**src/rtl/program_loader_pkg.sv**
```systemverilog
// Shared definitions for the program loader: CPU opcodes, loader states and default widths.
package program_loader_pkg;

  localparam int DEF_AW = 5;
  localparam int DEF_DW = 8;
  localparam int DEF_DEPTH = 1 << DEF_AW;

  typedef enum logic [2:0] {
    OP_HLT = 3'b000,
    OP_SKZ = 3'b001,
    OP_ADD = 3'b010,
    OP_AND = 3'b011,
    OP_XOR = 3'b100,
    OP_LDA = 3'b101,
    OP_STO = 3'b110,
    OP_JMP = 3'b111
  } opcode_e;

  typedef enum logic [1:0] {
    ST_IDLE = 2'd0,
    ST_LOAD = 2'd1,
    ST_RUN  = 2'd2,
    ST_ERR  = 2'd3
  } state_e;

  // Opcode sits in the top three bits of every instruction.
  function automatic logic is_halt(input logic [DEF_DW-1:0] instr);
    return instr[DEF_DW-1 -: 3] == OP_HLT;
  endfunction

endpackage

```
**src/rtl/program_loader_prog_ram.sv**
```systemverilog
// prog_ram: DEPTH x DW program store with sync write, async read and single-cycle bulk clear.
module prog_ram #(
  parameter int DEPTH = 32,
  parameter int AW    = 5,
  parameter int DW    = 8
) (
  input  logic          clock,
  input  logic          reset_n,
  input  logic          clear,
  input  logic          we,
  input  logic [AW-1:0] waddr,
  input  logic [DW-1:0] wdata,
  input  logic [AW-1:0] raddr,
  output logic [DW-1:0] rdata
);

  logic [DW-1:0] mem [DEPTH];

  // NOTE: this array is reset and bulk-cleared, so it maps to flops rather than an SRAM macro;
  // that is intended, since unwritten slots must read back as HLT after every load.
  always_ff @(posedge clock or negedge reset_n) begin
    if (!reset_n) begin
      for (int i = 0; i < DEPTH; i++) mem[i] <= '0;
    end else if (clear) begin
      for (int i = 0; i < DEPTH; i++) mem[i] <= '0;
    end else if (we) begin
      mem[waddr] <= wdata;
    end
  end

  assign rdata = mem[raddr];

endmodule

```
**src/rtl/program_loader.sv**
```systemverilog
// program_loader: streams a host program into prog_ram, holds the CPU in load, then serves ram[cpu_pc].
// Optional feature: define PROG_CHECKSUM_EN to treat the host_last byte as a checksum.
module program_loader
  import program_loader_pkg::*;
#(
  parameter int DEPTH = DEF_DEPTH,
  parameter int AW    = DEF_AW,
  parameter int DW    = DEF_DW
) (
  input  logic          clock,
  input  logic          reset_n,
  input  logic          start,
  input  logic          host_valid,
  output logic          host_ready,
  input  logic [DW-1:0] host_data,
  input  logic          host_last,
  input  logic [AW-1:0] cpu_pc,
  output logic [DW-1:0] cpu_instr,
  output logic          cpu_load,
  output logic          running,
  output logic          halted,
  output logic          trunc,
  output logic          err,
  output logic [AW:0]   load_count
);

  state_e        state;
  logic [AW-1:0] wr_ptr;
  logic [AW:0]   count_q;
  logic          trunc_q;
  logic [DW-1:0] ram_rdata;
  logic          accept;
  logic          store;
  logic          last_slot;

  assign host_ready = (state == ST_LOAD);
  assign running    = (state == ST_RUN);
  assign cpu_load   = ~running;
  // A simultaneous start wins over the byte, so the byte is neither stored nor counted.
  assign accept     = host_valid & host_ready & ~start;
  assign last_slot  = (wr_ptr == AW'(DEPTH - 1));

`ifdef PROG_CHECKSUM_EN
  logic [DW-1:0] sum_q;
  logic [DW-1:0] sum_chk;
  logic          err_q;

  assign sum_chk = sum_q + host_data;
  assign store   = accept & ~host_last;
  assign err     = err_q;
`else
  assign store   = accept;
  assign err     = 1'b0;
`endif

  always_ff @(posedge clock or negedge reset_n) begin
    if (!reset_n) begin
      state   <= ST_IDLE;
      wr_ptr  <= '0;
      count_q <= '0;
      trunc_q <= 1'b0;
`ifdef PROG_CHECKSUM_EN
      sum_q   <= '0;
      err_q   <= 1'b0;
`endif
    end else if (start) begin
      // NOTE: non-blocking assignments keep every register here sampling pre-edge values,
      // so ordering inside this block never changes behaviour.
      state   <= ST_LOAD;
      wr_ptr  <= '0;
      count_q <= '0;
      trunc_q <= 1'b0;
`ifdef PROG_CHECKSUM_EN
      sum_q   <= '0;
      err_q   <= 1'b0;
`endif
    end else if (accept) begin
`ifdef PROG_CHECKSUM_EN
      if (host_last) begin
        state <= (sum_chk == '0) ? ST_RUN : ST_ERR;
        err_q <= (sum_chk != '0);
      end else begin
        wr_ptr  <= wr_ptr + 1'b1;
        count_q <= count_q + 1'b1;
        sum_q   <= sum_chk;
        if (last_slot) begin
          state   <= ST_RUN;
          trunc_q <= 1'b1;
        end
      end
`else
      wr_ptr  <= wr_ptr + 1'b1;
      count_q <= count_q + 1'b1;
      if (host_last || last_slot) state <= ST_RUN;
      if (!host_last && last_slot) trunc_q <= 1'b1;
`endif
    end
  end

  prog_ram #(
    .DEPTH (DEPTH),
    .AW    (AW),
    .DW    (DW)
  ) u_prog_ram (
    .clock   (clock),
    .reset_n (reset_n),
    .clear   (start),
    .we      (store),
    .waddr   (wr_ptr),
    .wdata   (host_data),
    .raddr   (cpu_pc),
    .rdata   (ram_rdata)
  );

  // Zero-latency path into the CPU data_in; outside RUN the CPU sees HLT.
  assign cpu_instr  = running ? ram_rdata : '0;
  assign halted     = running & is_halt(ram_rdata);
  assign trunc      = trunc_q;
  assign load_count = count_q;

endmodule

```
**config.mk**
```make
export PLATFORM = sky130hd
export DESIGN_NAME = program_loader
export DESIGN_NICKNAME = d
export VERILOG_FILES = /design/src/rtl/program_loader_pkg.sv /design/src/rtl/program_loader_prog_ram.sv /design/src/rtl/program_loader.sv
export SDC_FILE = /design/constraint.sdc
export NUM_CORES = 1
export LEC_CHECK = 0
export ABC_CLOCK_PERIOD_IN_PS = 3650
export BUFFER_PORTS_ARGS = -buffer_cell sky130_fd_sc_hd__buf_4
export CORE_AREA = 2 2 181 254
export CTS_CLUSTER_DIAMETER = 120
export DETAILED_ROUTE_END_ITERATION = 8
export DIE_AREA = 0 0 183 256
export PLACE_DENSITY_LB_ADDON = 0.08
export SYNTH_ARGS = -nofsm -noshare
export SYNTH_HDL_FRONTEND = slang
export SYNTH_SLANG_ARGS = --single-unit
export TNS_END_PERCENT = 1
```
**constraint.sdc**
```tcl
create_clock -name clock -period 3.65 [get_ports clock]
set_clock_uncertainty 0.2 [all_clocks]
set_input_delay 0.1825 -clock clock [delete_from_list [all_inputs] [get_ports clock]]
set_output_delay 0.1825 -clock clock [all_outputs]
set_load 0.005 [all_outputs]
```
; ---- Word level (Yosys, flattened, before mapping)
; Index checks and enable logic that the tools add are counted.
[classes]
n_addsub = 2
order_cmp = 3
eq_ne = 3
mux = 19
n_bitwise = 7
n_reduce_logical = 10
[op_table]
columns = operator, count
row1 = $mux W256, 2
row2 = $bwmux W256, 1
row3 = $bmux W8 S5, 1
row4 = $demux W8 S5, 1
row5 = $mux W8, 4
row6 = $ge A6 B6 Y1 const B, 2
row7 = $mux W6, 2
row8 = $not A5 Y6, 2
row9 = $mux W5, 2
row10 = $add A6 B1 Y6 const B, 1
row11 = $lt A6 B1 Y1 const B, 1
row12 = $mux W2, 3
row13 = $reduce_bool A2 Y1, 3
row14 = $add A5 B1 Y5 const B, 1
row15 = $eq A5 B5 Y1 const B, 1
row16 = $reduce_and A2 Y1, 2
row17 = $and A1 B1 Y1, 3
row18 = $logic_not A3 Y1, 1
row19 = $mux W1, 3
row20 = $eq A2 B1 Y1 const B, 1
row21 = $eq A2 B2 Y1 const B, 1
row22 = $logic_and A1 B1 Y1, 2
row23 = $not A1 Y1, 2
row24 = $logic_not A1 Y1, 1
row25 = $logic_or A1 B1 Y1, 1
[totals]
reg_bits = 270
in_bits = 18
out_inout_bits = 20
wordCells = 80

; ---- Depth between registers and ports, before layout
[logic_depth]
depth_word = 8
mapped_depth = 7
depth_no_buf = 6

; ---- By module
; Synthesis repeated with hierarchy kept, for this count alone.
[unflattened]
hier_cells = 1397
area_unflattened_um2 = 13789.5
[modules_own_cells]
columns = mod, n_inst, cells_per_inst, area_per_inst_um2, seq_area_each_um2
row1 = prog_ram, 1, 1318, 13036.3, 6406.1
row2 = program_loader, 1, 79, 753.2, 350.3

; ---- Least setup slack after synthesis
; OpenSTA, ideal clock, no wires.
[synth_path]
path_type = input to output
from = input cpu_pc[1]
to = output halted
arrival_ps = 1841
path_slack_ps = 1427
cell_stages = 6
path_cell_list = buf_6 > buf_8 > mux4_1 > mux4_2 > mux2i_1 > and4_1
[synth_via]
elab_chain_cells = 6
[synth_rtl]
columns = element, line_no
row1 = from (decl), program_loader.sv:17  ; input logic [AW-1:0] cpu_pc,
row2 = $not A5 Y6 (not written as such), program_loader_prog_ram.sv:31  ; assign rdata = mem[raddr];
row3 = $bmux W8 S5, program_loader_prog_ram.sv:31
row4 = $mux W8 (not written as such) (2 in series), program_loader_prog_ram.sv:31
row5 = $logic_not A3 Y1, program_loader_pkg.sv:28  ; return instr[DEF_DW-1 -: 3] == OP_HLT;
row6 = $and A1 B1 Y1, program_loader.sv:117  ; assign halted = running & is_halt(ram_rdata);
row7 = to (decl), program_loader.sv:21  ; output logic halted,
; Every way passes these cells. The select of a mux whose other input is x is not followed.

; ---- Worst setup path after layout
[layout_path]
from = register u_prog_ram.mem[47] (netlist name)
to = output halted
[layout_via]
elab_chain_cells = 5
[layout_rtl]
columns = element, line_no
row1 = from (decl), program_loader_prog_ram.sv:17  ; logic [DW-1:0] mem [DEPTH];
row2 = "from (signal, indexed assignment)", program_loader_prog_ram.sv:27  ; mem[waddr] <= wdata;
row3 = $bmux W8 S5, program_loader_prog_ram.sv:31
row4 = $mux W8 (not written as such) (2 in series), program_loader_prog_ram.sv:31
row5 = $logic_not A3 Y1, program_loader_pkg.sv:28
row6 = $and A1 B1 Y1, program_loader.sv:117
; Every way passes these cells. The select of a mux whose other input is x is not followed.

==> summary.md <==
| Metric | Value |
|---|---|
| Kind of critical path | `register to output port` |
| Most common cell in the synthesized netlist | `dfrtp_1` |
| Cell Rows | `92` |
| TritonCTS Sinks | `270` |
| Initial Util | `0.2972` |
| Post-route ant nets | `0` |
| Routed WL | `approximately 44,000 um` |
| Clock transition at the registers of the reported paths | `0.06 ns` |
| Placer Congestion | `~0.75` |
| Largest net degree at the start of global routing | `around 120` |
| Number of synthesized flops with an enable pin | `0` |
| Yosys Warn Count | `0` |
| Via-to-Cell Ratio | `5.214` |
| Critical Path RT | `3.27 ns` |
| Number of global-route vias before repair | `9,893` |
| Top-Level Pins | `38` |
| Diodes inserted | `0` |
| Final #Nets | `1,266` |
| Area contributors post-synth | `dfrtp_1 51%, mux4_2 11%, mux2i_1 10%` |
| Longest Clk Path Bufs | `3` |
| Post-synthesis adder-cell area fraction | `0.005656` |
| Vias after detailed routing | `9,536` |
| First-pass GRT wire length | `around 67,000 um` |
| Initial DRC Count | `between 600 and 700` |
| Routed length per placed instance | `around 24 um` |
| Hold Crit Class | `primary input to register` |
| Final setup vio count | `0` |
| Multiplexer share of the synthesized area | `0.2301` |
| Total grt overflow | `0` |
| Fmax | `328.5 MHz` |
| Area grow syn2layout | `15.60%` |
| Arrival time worst endpoint | `2.66 ns` |
| Critical path endpoint category | `output port` |
| Max-cap violations | `0` |
| Hold Fails Final Rpt | `0` |
| CP Max Fanout | `2` |
| Relative slew slack | `0.3711` |
| Fin util | `0.3436` |
| Remaining DRCs | `0` |
| PortBufs | `36` |
| Startpoint class of the critical path | `register` |
| Skew-Pair Late Insertion Delay | `0.57 ns` |
| Chip height | `256 um` |
| Lkg Pwr | `7.295 nW` |
| Largest family of logic cells by synthesized area | `multiplexers` |
| CTS tree | `built` |
| Status | `finished, final reports clean` |
| Main synth FF type | `dfrtp_1` |
| Yosys cell types | `34` |
| Layout cells sized above 1 | `0.1534` |
| GR Util All Layers | `0.1883` |
| Crit share post-route | `0.8339` |
| Post-synth top area share | `0.5090` |
| CTS root buf | `clkbuf_16` |
| Max Slew Vio Count | `0` |
| Post-synthesis xor/xnor area fraction | `0.005279` |
| Tmin final | `3.044 ns` |
| Die width | `about 180 um` |
| Synth cell count leaders | `270 x dfrtp_1, 165 x nor2_1, 133 x mux2i_1, 131 x nand2_1, 130 x a21oi_1` |
| Initial antenna violation count | `0` |
| Synth Register Bits | `270` |
| Fill cells | `4,526` |
| Max IR drop VDD | `358.3 uV` |
| Synth async-reset ratio | `1.000` |
| Mapped Cells | `1,229` |
| Syn Std Cell Area | `roughly 13,000 um^2` |
| Syn_nets | `around 1,300` |
| CTS H-tree depth | `1` |
| DIE AREA | `46,850 um^2` |
| Final cell count without fillers | `1,829` |
| Fin Setup TNS | `0 ns` |
| Tightest Pin Transition | `0.9433 ns` |
| CORE AREA | `44,660 um^2` |
| Cell taking the most area after synthesis | `dfrtp_1` |
| Simple-gate share of the synthesized area | `0.1087` |
| CTS buffer count | `30` |
| Inst Count DP | `1,762` |
| Seq/Total Area, Yosys | `0.5090` |
| Compound-cell area share of the yosys netlist | `0.1043` |
| Pre-Repair DR Iteration Count | `5` |
| RSZ-0062 raised after global routing | `false` |
| Post-Syn Area per Cell | `10.80 um^2` |
| Post-DP HPWL | `27,640 um` |
| Power Density | `442.2 nW/um^2` |
## state kept, by name (all words and copies together), names as in the netlist
name	flops
wr_ptr	5
u_prog_ram.mem	256
load_count	6
trunc	1
state	2
## cells in the final DEF, fill, tap and decap left out, types with 5 or more instances in the layout
cell / count
dfrtp_1: 270
nor2_1: 165
mux2i_1: 133
nand2_1: 131
a21oi_1: 130
o21ai_1: 129
buf_4: 74
mux4_2: 66
clkbuf_16: 30
nand3_1: 17
dlygate4sd3_1: 12
nor2b_1: 11
a211oi_1: 10
mux4_1: 9
clkbuf_8: 9
clkbuf_1: 7
xor2_1: 6
ha_1: 6
inv_1: 5
nor4_1: 5
clkinv_2: 5
## worst max-delay path: stages, from the launching register on
cell and delay [ns]:
dfrtp_1 0.41, mux4_1 0.55, mux4_2 0.54, mux2i_1 0.25, and4_1 0.22, buf_4 0.10
## stage by stage
step / setup WS (ns) / cell area (um^2) / hold slack [ns] / power [W]
after global routing: 0.5258 / 15340 / 0.09333 / 0.007040
after CTS: 0.5793 / 15340 / 0.04394 / 0.006893
after detailed placement: 0.8072 / 14180 / 0.04007 / 0.003586
after global placement: 0.8532 / 14180 / 0.05056 / 0.003586
final: 0.6062 / 15340 / 0.03506 / 0.006786
after floorplan: 1.427 / 13270 / -0.3131 / 0.003348
## power by group
| group | switching [W] | internal [W] | total, W |
|---|---|---|---|
| clock network | 0.00130 | 0.00195 | 0.00325 |
| registers | 0.0000202 | 0.00301 | 0.00303 |
| logic | 0.000357 | 0.000140 | 0.000497 |
| total | 0.00168 | 0.00511 | 0.00679 |
## worst paths after layout
| check | cells past startpoint | startpoint | slack (ns) | endpoint |
|---|---|---|---|---|
| max | 5 | u_prog_ram.mem[47] | 0.61 | halted |
| max reg2reg | 4 | state[1] | 0.94 | u_prog_ram.mem[167] |
| min reg2reg | 2 | trunc | 0.31 | trunc |
| max in group asynchronous | 4 | reset_n | 1.76 | load_count[2] |
| min | 2 | start | 0.04 | u_prog_ram.mem[168] |
| min in group asynchronous | 3 | reset_n | 0.50 | u_prog_ram.mem[65] |
## what timing repair did
item / in CTS / in global routing
resized for setup: 0 / 0
hold buffers: 12 / 0
hold endpoints to repair: 449 / 0
setup buffers: 0 / 0
## final cells by class
class | instances | area, um^2 | share of cell area
clock buffers | 45 | 887.1 | 0.05781
clock inverters | 10 | 161.4 | 0.01052
inverters | 5 | 18.77 | 0.001223
multi-input cells | 843 | 6031 | 0.3930
flip-flops and latches | 270 | 6756 | 0.4403
well taps | 564 | 705.7 | 0.04599
repair buffers | 92 | 784.5 | 0.05113
## metal layers
metal  global-route usage  routed length [um]  vias to the layer above
met2               0.3183               21640                      145
met1               0.2550               19600                     4966
li1                     -                   -                     4370
met3              0.01750                1087                       55
met5                    0                   0                        -
met4              0.05933                1260                        0
## kinds of logic (layout without fill, tap and decap cells)
| kind of cell | Yosys count | in the layout |
|---|---|---|
| XOR/XNOR | 8 | 8 |
| adder cells (fa/ha/maj) | 6 | 6 |
| AO/OA/AOI/OAI | 271 | 271 |
| flip-flops | 270 | 270 |
| multiplexers | 208 | 208 |
| other | 1 | 1 |
| buffers and inverters | 116 | 152 |
| AND/OR/NAND/NOR | 349 | 349 |
No activity file was read; power rests on OpenSTA's default activity.
